[src/rtl/cla_32bit_if.sv]
// Operand/result bundle for the 32-bit carry-lookahead adder.
interface cla_32bit_if;
  localparam int unsigned W = 32;

  logic [W-1:0] in_a;
  logic [W-1:0] in_b;
  logic         cin;
  logic [W-1:0] sum;
  logic         cout;
  logic         gp;
  logic         gg;

  modport master (
    output in_a, in_b, cin,
    input  sum, cout, gp, gg
  );

  modport slave (
    input  in_a, in_b, cin,
    output sum, cout, gp, gg
  );
endinterface

[src/rtl/cla_32bit.sv]
// Two-level 32-bit carry-lookahead adder: 4-bit CLA blocks, 16-bit lookahead
// units, top-level carry merge, then a single registered output stage.

// 4-bit block: all internal carries from the block carry-in, no ripple.
module cla_block4 (
  input  logic [3:0] a,
  input  logic [3:0] b,
  input  logic       c_in,
  output logic [3:0] s,
  output logic       bp,
  output logic       bg
);
  logic [3:0] p;
  logic [3:0] g;
  logic [3:0] c;

  assign p = a ^ b;
  assign g = a & b;

  assign c[0] = c_in;
  assign c[1] = g[0] | (p[0] & c_in);
  assign c[2] = g[1] | (p[1] & g[0]) | (p[1] & p[0] & c_in);
  assign c[3] = g[2] | (p[2] & g[1]) | (p[2] & p[1] & g[0])
              | (p[2] & p[1] & p[0] & c_in);

  assign s  = p ^ c;
  assign bp = &p;
  assign bg = g[3] | (p[3] & g[2]) | (p[3] & p[2] & g[1])
            | (p[3] & p[2] & p[1] & g[0]);
endmodule

// 16-bit unit: block carry-ins derived in parallel from block P/G.
module cla_unit16 (
  input  logic [15:0] a,
  input  logic [15:0] b,
  input  logic        c_in,
  output logic [15:0] s,
  output logic        up,
  output logic        ug
);
  localparam int unsigned NBLK = 4;
  localparam int unsigned BW   = 4;

  logic [NBLK-1:0] bp;
  logic [NBLK-1:0] bg;
  logic [NBLK-1:0] c_blk;

  assign c_blk[0] = c_in;
  assign c_blk[1] = bg[0] | (bp[0] & c_in);
  assign c_blk[2] = bg[1] | (bp[1] & bg[0]) | (bp[1] & bp[0] & c_in);
  assign c_blk[3] = bg[2] | (bp[2] & bg[1]) | (bp[2] & bp[1] & bg[0])
                  | (bp[2] & bp[1] & bp[0] & c_in);

  for (genvar k = 0; k < NBLK; k++) begin : g_blk
    cla_block4 u_blk (
      .a    (a[BW*k +: BW]),
      .b    (b[BW*k +: BW]),
      .c_in (c_blk[k]),
      .s    (s[BW*k +: BW]),
      .bp   (bp[k]),
      .bg   (bg[k])
    );
  end

  assign up = &bp;
  assign ug = bg[3] | (bp[3] & bg[2]) | (bp[3] & bp[2] & bg[1])
            | (bp[3] & bp[2] & bp[1] & bg[0]);
endmodule

module cla_32bit (
  input  logic       clk,
  input  logic       rst,
  cla_32bit_if.slave bus
);
  localparam int unsigned W  = 32;
  localparam int unsigned HW = 16;

  logic [HW-1:0] s_lo;
  logic [HW-1:0] s_hi;
  logic          p_lo;
  logic          g_lo;
  logic          p_hi;
  logic          g_hi;
  logic          c_mid;
  logic [W-1:0]  sum_c;
  logic          gp_c;
  logic          gg_c;
  logic          cout_c;

  cla_unit16 u_lo (
    .a    (bus.in_a[HW-1:0]),
    .b    (bus.in_b[HW-1:0]),
    .c_in (bus.cin),
    .s    (s_lo),
    .up   (p_lo),
    .ug   (g_lo)
  );

  // Upper half carry-in comes from the low unit's group terms, not its sum.
  assign c_mid = g_lo | (p_lo & bus.cin);

  cla_unit16 u_hi (
    .a    (bus.in_a[W-1:HW]),
    .b    (bus.in_b[W-1:HW]),
    .c_in (c_mid),
    .s    (s_hi),
    .up   (p_hi),
    .ug   (g_hi)
  );

  assign sum_c  = {s_hi, s_lo};
  assign gp_c   = p_hi & p_lo;
  assign gg_c   = g_hi | (p_hi & g_lo);
  assign cout_c = gg_c | (gp_c & bus.cin);

  always_ff @(posedge clk or posedge rst) begin
    if (rst) begin
      bus.sum  <= '0;
      bus.cout <= 1'b0;
      bus.gp   <= 1'b0;
      bus.gg   <= 1'b0;
    end else begin
      bus.sum  <= sum_c;
      bus.cout <= cout_c;
      bus.gp   <= gp_c;
      bus.gg   <= gg_c;
    end
  end
endmodule

[src/flat_wrapper.sv]
// flat-port wrapper written by rule: the top's interface ports become plain ports
module cla_32bit_flat 
  (clk, rst, bus_in_a, bus_in_b, bus_cin, bus_sum, bus_cout, bus_gp, bus_gg);
  cla_32bit_if bus_i ();
  input  logic clk;
  input  logic rst;
  input wire logic [$bits(bus_i.in_a)-1:0] bus_in_a;
  input wire logic [$bits(bus_i.in_b)-1:0] bus_in_b;
  input wire logic [$bits(bus_i.cin)-1:0] bus_cin;
  output wire logic [$bits(bus_i.sum)-1:0] bus_sum;
  output wire logic [$bits(bus_i.cout)-1:0] bus_cout;
  output wire logic [$bits(bus_i.gp)-1:0] bus_gp;
  output wire logic [$bits(bus_i.gg)-1:0] bus_gg;
  assign bus_i.in_a = bus_in_a;
  assign bus_i.in_b = bus_in_b;
  assign bus_i.cin = bus_cin;
  assign bus_sum = bus_i.sum;
  assign bus_cout = bus_i.cout;
  assign bus_gp = bus_i.gp;
  assign bus_gg = bus_i.gg;
  cla_32bit u_core (.clk(clk), .rst(rst), .bus(bus_i));
endmodule
[config.mk]
export PLATFORM = sky130hd
export DESIGN_NAME = cla_32bit_flat
export DESIGN_NICKNAME = d
export VERILOG_FILES = /design/src/rtl/cla_32bit_if.sv /design/src/rtl/cla_32bit.sv /design/src/flat_wrapper.sv
export SDC_FILE = /design/constraint.sdc
export NUM_CORES = 1
export LEC_CHECK = 0
export CORE_MARGIN = 2
export CORE_UTILIZATION = 40
export CTS_BUF_LIST = sky130_fd_sc_hd__clkbuf_4 sky130_fd_sc_hd__clkbuf_8
export DETAILED_ROUTE_END_ITERATION = 6
export GPL_TIMING_DRIVEN = 0
export MAX_ROUTING_LAYER = met4
export PLACE_DENSITY = 0.78
export SETUP_SLACK_MARGIN = 0.3
export SLEW_MARGIN = 30
export SYNTH_ARGS = -nofsm -noshare
export SYNTH_HDL_FRONTEND = slang
export SYNTH_SLANG_ARGS = --single-unit
[constraint.sdc]
create_clock -name clk -period 1.14 [get_ports clk]
set_input_delay 0.342 -clock clk [delete_from_list [all_inputs] [get_ports clk]]
set_output_delay 0.342 -clock clk [all_outputs]
set_load 0.02 [all_outputs]
# ---- Word-level counts from Yosys, hierarchy flattened
# Cells that the tools add are included.
dict set report op_classes {
  n_bitwise 261
  n_reduce_logical 10
}
# cell n
set ops {}
lappend ops {{$and A1 B1 Y1} 144}
lappend ops {{$or A1 B1 Y1} 93}
lappend ops {{$xor A4 B4 Y4} 16}
lappend ops {{$and A4 B4 Y4} 8}
lappend ops {{$reduce_and A16 Y1} 2}
lappend ops {{$reduce_and A4 Y1} 8}
dict set report totals {
  regBits 35
  inputBits 67
  output_inout_bits 35
}

# ---- Longest topological paths before layout
dict set report logic_depth {
  ltp_word 15
  depth_mapped 8
}

# ---- Modules after synthesis
# A second synthesis with hierarchy kept.
dict set report unflattened {
  cells_unflattened 234
  area_unflattened_um2 2488.6
}
# module n_inst cells_each area_each_um2 seq_area_each_um2
set modules_own_cells {}
lappend modules_own_cells {cla_block4 8 22 182.7 0.0}
lappend modules_own_cells {cla_32bit 1 40 909.6 875.8}
lappend modules_own_cells {cla_unit16 2 9 58.8 0.0}

# ---- Least setup slack after synthesis
# Ideal clock, no wire load.
dict set report synth_timing {
  kind {input -> register}
  startpoint {in bus_in_b[13]}
  endpoint {reg u_core.bus.sum[21]}
  setup_time_ns 0.125
  t_arrival_ns 2.464
  t_required_ns 1.015
  slack_ns -1.450
  path_stages 8
  path_buffers 0
  cell_sequence {ha_1 -> a21oi_1 -> o21ai_2 -> a221oi_4 -> a21boi_0 -> or2_2 -> fa_1 -> xor2_1}
}
dict set report synth_via {
  elab_chain_cells 13
  word_cells_on_any_way 24
  classes_between {22 x bitwise; 2 x reduce/logical}
}
# item line
set synth_lines {}
lappend synth_lines {{from (decl)} flat_wrapper.sv:8} ;# input wire logic [$bits(bus_i.in_b)-1:0] bus_in_b;
lappend synth_lines {{$and A4 B4 Y4 or $xor A4 B4 Y4 (tied branches)} {cla_32bit.sv:18, cla_32bit.sv:17}}
lappend synth_lines {{$and A1 B1 Y1 (on tied branches)} {cla_32bit.sv:28, cla_32bit.sv:29}}
lappend synth_lines {{$or A1 B1 Y1 or $and A1 B1 Y1 (tied branches)} {cla_32bit.sv:28, cla_32bit.sv:29}}
lappend synth_lines {{$or A1 B1 Y1} cla_32bit.sv:29} ;# | (p[3] & p[2] & p[1] & g[0]);
lappend synth_lines {{$or A1 B1 Y1 (2 in a row)} cla_32bit.sv:66} ;# assign ug = bg[3] | (bp[3] & bg[2]) | (bp[3] & bp[2] & bg[1])
lappend synth_lines {{$or A1 B1 Y1} cla_32bit.sv:67} ;# | (bp[3] & bp[2] & bp[1] & bg[0]);
lappend synth_lines {{$or A1 B1 Y1 (*)} cla_32bit.sv:100} ;# assign c_mid = g_lo | (p_lo & bus.cin);
lappend synth_lines {{$and A1 B1 Y1 (*)} cla_32bit.sv:49} ;# assign c_blk[1] = bg[0] | (bp[0] & c_in);
lappend synth_lines {{$or A1 B1 Y1 (*)} cla_32bit.sv:49}
lappend synth_lines {{$and A1 B1 Y1 (*)} cla_32bit.sv:21} ;# assign c[1] = g[0] | (p[0] & c_in);
lappend synth_lines {{$or A1 B1 Y1 (*)} cla_32bit.sv:21}
lappend synth_lines {{$xor A4 B4 Y4 (*)} cla_32bit.sv:26} ;# assign s = p ^ c;
lappend synth_lines {{net u_core.s_hi[5]} cla_32bit.sv:79} ;# logic [HW-1:0] s_hi;
lappend synth_lines {{to (signal assigned)} cla_32bit.sv:123} ;# bus.sum <= sum_c;
lappend synth_lines {{to (decl)} cla_32bit_if.sv:20} ;# output sum, cout, gp, gg
# The timed path passes the listed nets; every way through them passes the cells marked *.

# ---- Final worst setup path
dict set report layout_timing {
  startpoint {in bus_in_a[8]}
  endpoint {reg u_core.bus.sum[28]}
}
dict set report layout_via {
  elab_chain_cells 11
  word_cells_on_any_way 19
  classes_between {17 x bitwise; 2 x reduce/logical}
}
# item line
set layout_lines {}
lappend layout_lines {{from (decl)} flat_wrapper.sv:7} ;# input wire logic [$bits(bus_i.in_a)-1:0] bus_in_a;
lappend layout_lines {{$and A4 B4 Y4} cla_32bit.sv:18} ;# assign g = a & b;
lappend layout_lines {{$and A1 B1 Y1} cla_32bit.sv:29}
lappend layout_lines {{$or A1 B1 Y1} cla_32bit.sv:29}
lappend layout_lines {{$and A1 B1 Y1} cla_32bit.sv:66}
lappend layout_lines {{$or A1 B1 Y1 (2 in a row)} cla_32bit.sv:66}
lappend layout_lines {{$or A1 B1 Y1} cla_32bit.sv:67}
lappend layout_lines {{$or A1 B1 Y1 (*)} cla_32bit.sv:100}
lappend layout_lines {{$and A1 B1 Y1 (*)} cla_32bit.sv:52} ;# | (bp[2] & bp[1] & bp[0] & c_in);
lappend layout_lines {{$or A1 B1 Y1 (*)} cla_32bit.sv:52}
lappend layout_lines {{$xor A4 B4 Y4 (*)} cla_32bit.sv:26}
lappend layout_lines {{net u_core.s_hi[12]} cla_32bit.sv:79}
# Marked as above.

==> results_dict.tcl <==
set metrics [dict create \
    status "finished, violations left" \
    failed_checks "setup timing" \
    dpl_cell_area_mm2 0.00399 \
    hp-class "in -> reg" \
    async_reset_ff_frac 1.00 \
    tns_ns -23.55 \
    die_w_um 83.1 \
    grt.met2_usage 0.456 \
    cts_tree "yes" \
    synthFlopType "dfrtp_1" \
    start_util 0.418 \
    fin_util 0.855 \
    finalHoldViolCount 0 \
    layout_common_cells "buf_6 (66), buf_4 (56), dfrtp_1 (35)" \
    relSlewSlack 0.710 \
    critPathLaunchType "primary input" \
    yosysWarnings 0 \
    drive_gt1_frac 0.685 \
    ant_nets 0 \
    grt_pass1_wl_mm 12.9 \
    met1_usage 0.231 \
    hold_ws_ns 0.354 \
    period_share 1.87 \
    root_buffer "clkbuf_8" \
    worstPathRequired_ns 1.30 \
    grtUsageTotal 0.234 \
    grtUsageMet3 0.0437 \
    clkTransAtPathRegs_ns 0.08 \
    syn_area_per_cell_um2 10.5 \
    p_leak_nw 2.27 \
    grt_max_degree 19 \
    grt_overflow 0 \
    setup_viol 41 \
    timing.final.ws_setup_ns -0.989 \
    diodes 0 \
    fin_nets 525 \
    end_kind "flip-flop" \
    dr.pass1.iters 4 \
    viasPerCell 5.39 \
    dp.cells 414 \
    cts_buffers 5 \
    fin_crit_ns 2.13 \
    worstHoldStart "bus_in_a[12]" \
    critPathKind "in -> reg" \
    busiest_layer "met2" \
    fp.dieArea_mm2 0.00691 \
    syn_nets 345 \
    synthToLayoutAreaGrowth_pct 104 \
    power_mw 5.65 \
    power_density_mw_per_mm2 1100 \
    drt_iter0_drc 82 \
    drc 0 \
    synthDistinctLibCells 47 \
    synthCells 238 \
    antenna_found_initial 0 \
    ir_drop_uv 828 \
    wl_mm 8.55 \
    seq_area_frac_synth 0.350 \
    cts_sinks 35 \
    dr_total_vias 2661 \
    clock_path_buffers 2 \
    dieHeight_um 83.1 \
    ioPinCount 102 \
    grt_pass1_vias 2849 \
    rows 28 \
    critPathLaunch "bus_in_a[8]" \
    slew_violations 0 \
    max_freq_ghz 0.470 \
    layout_commonest_cell "buf_6" \
    dp_hpwl_mm 4.89 \
    pre_cts_slack_ns -1.84 \
    htreeDepth 2 \
    cts_hold_buf 0 \
    synth_edf_count 0 \
    max_cap_viol_count 0 \
    coreArea_mm2 0.00599 \
    layoutNonFillerInstCount 494 \
    critPathMaxFanout 4 \
    rsz0062_at_grt "true" \
    syn_area_mm2 0.00250 \
    gp_congestion 0.866 \
    ys_ff_latch 35 \
    worst_pin_slew_ns 0.434 \
    avgRoutedWirePerCell_um 17.3 \
    io_buffers 101 \
    arrival_ns 2.29 \
    fin_area_mm2 0.00512 \
]
[report_power, final]
| group | internal [mW] | total [mW] | switching [mW] |
|---|---|---|---|
| Sequential | 1.50 | 1.62 | 0.121 |
| Combinational | 1.58 | 2.98 | 1.39 |
| Clock | 0.577 | 1.06 | 0.481 |
[cell families (layout without fill, tap and decap cells)]
logic type / Yosys count / count (layout) / synth area share
AO/OA/AOI/OAI: 68 / 68 / 0.197
AND/OR/NAND/NOR: 64 / 64 / 0.134
adder cells (fa/ha/maj): 40 / 40 / 0.224
flip-flops: 35 / 35 / 0.350
XOR/XNOR: 18 / 18 / 0.0629
buffers and inverters: 8 / 189 / 0.0120
multiplexers: 5 / 5 / 0.0205
[what timing repair did]
action	in CTS	in global routing
pin swaps	69	32
endpoints found under the setup margin	105	88
gates resized for setup	488	65
buffers inserted	55	16
cloned	1	0
[worst paths after layout]
| kind | endpoint | cells past startpoint |
|---|---|---|
| setup / recovery | u_core.bus.sum[28] | 8 |
| hold / removal | u_core.bus.sum[12] | 2 |
| max in group asynchronous | u_core.bus.sum[4] | 2 |
| min in group asynchronous | u_core.bus.sum[11] | 2 |
[cells in the mapped netlist (all sizes together), types with 3 or more instances]
cell	instances	area share
nor3	6	0.012
xnor2	7	0.024
nand2	14	0.021
and3	5	0.012
fa	8	0.064
inv	8	0.012
ha	32	0.16
dfrtp	35	0.35
nor2	18	0.027
a211oi	4	0.017
o21ai	9	0.021
a21oi	21	0.042
o211ai	4	0.012
xor2	11	0.038
a21o	13	0.039
mux2i	4	0.016
nand3	3	0.0060
or2	5	0.012
nand4	3	0.010
[sequential cells by signal, summed over array words and instances (netlist names)]
signal	count
u_core.bus.sum	32
u_core.bus.gp	1
u_core.bus.cout	1
u_core.bus.gg	1
[layer usage]
metal	routed length [um]	up-vias
met5	0	-
met4	225	0
met3	363	24
met2	4850	90
met1	3110	1308
li1	-	1239
[area by class of cell]
cell class,instances,area [um^2]
Timing Repair Buffer,172,1520
Sequential cell,35,876
Timing Repair inverter,1,7.51
Multi-Input combinational cell,195,2470
Clock buffer,8,104
Inverter,8,41.3
Fill cell,319,870
Tap cell,75,93.8
[critical path, stage by stage]
cell	delay, ns
buf_2	0.14
ha_4	0.27
nand4_1	0.20
nor4_4	0.28
o21ai_4	0.14
a211oi_4	0.29
nand2b_4	0.18
fa_2	0.44
Power figures use the tool's default switching activity.
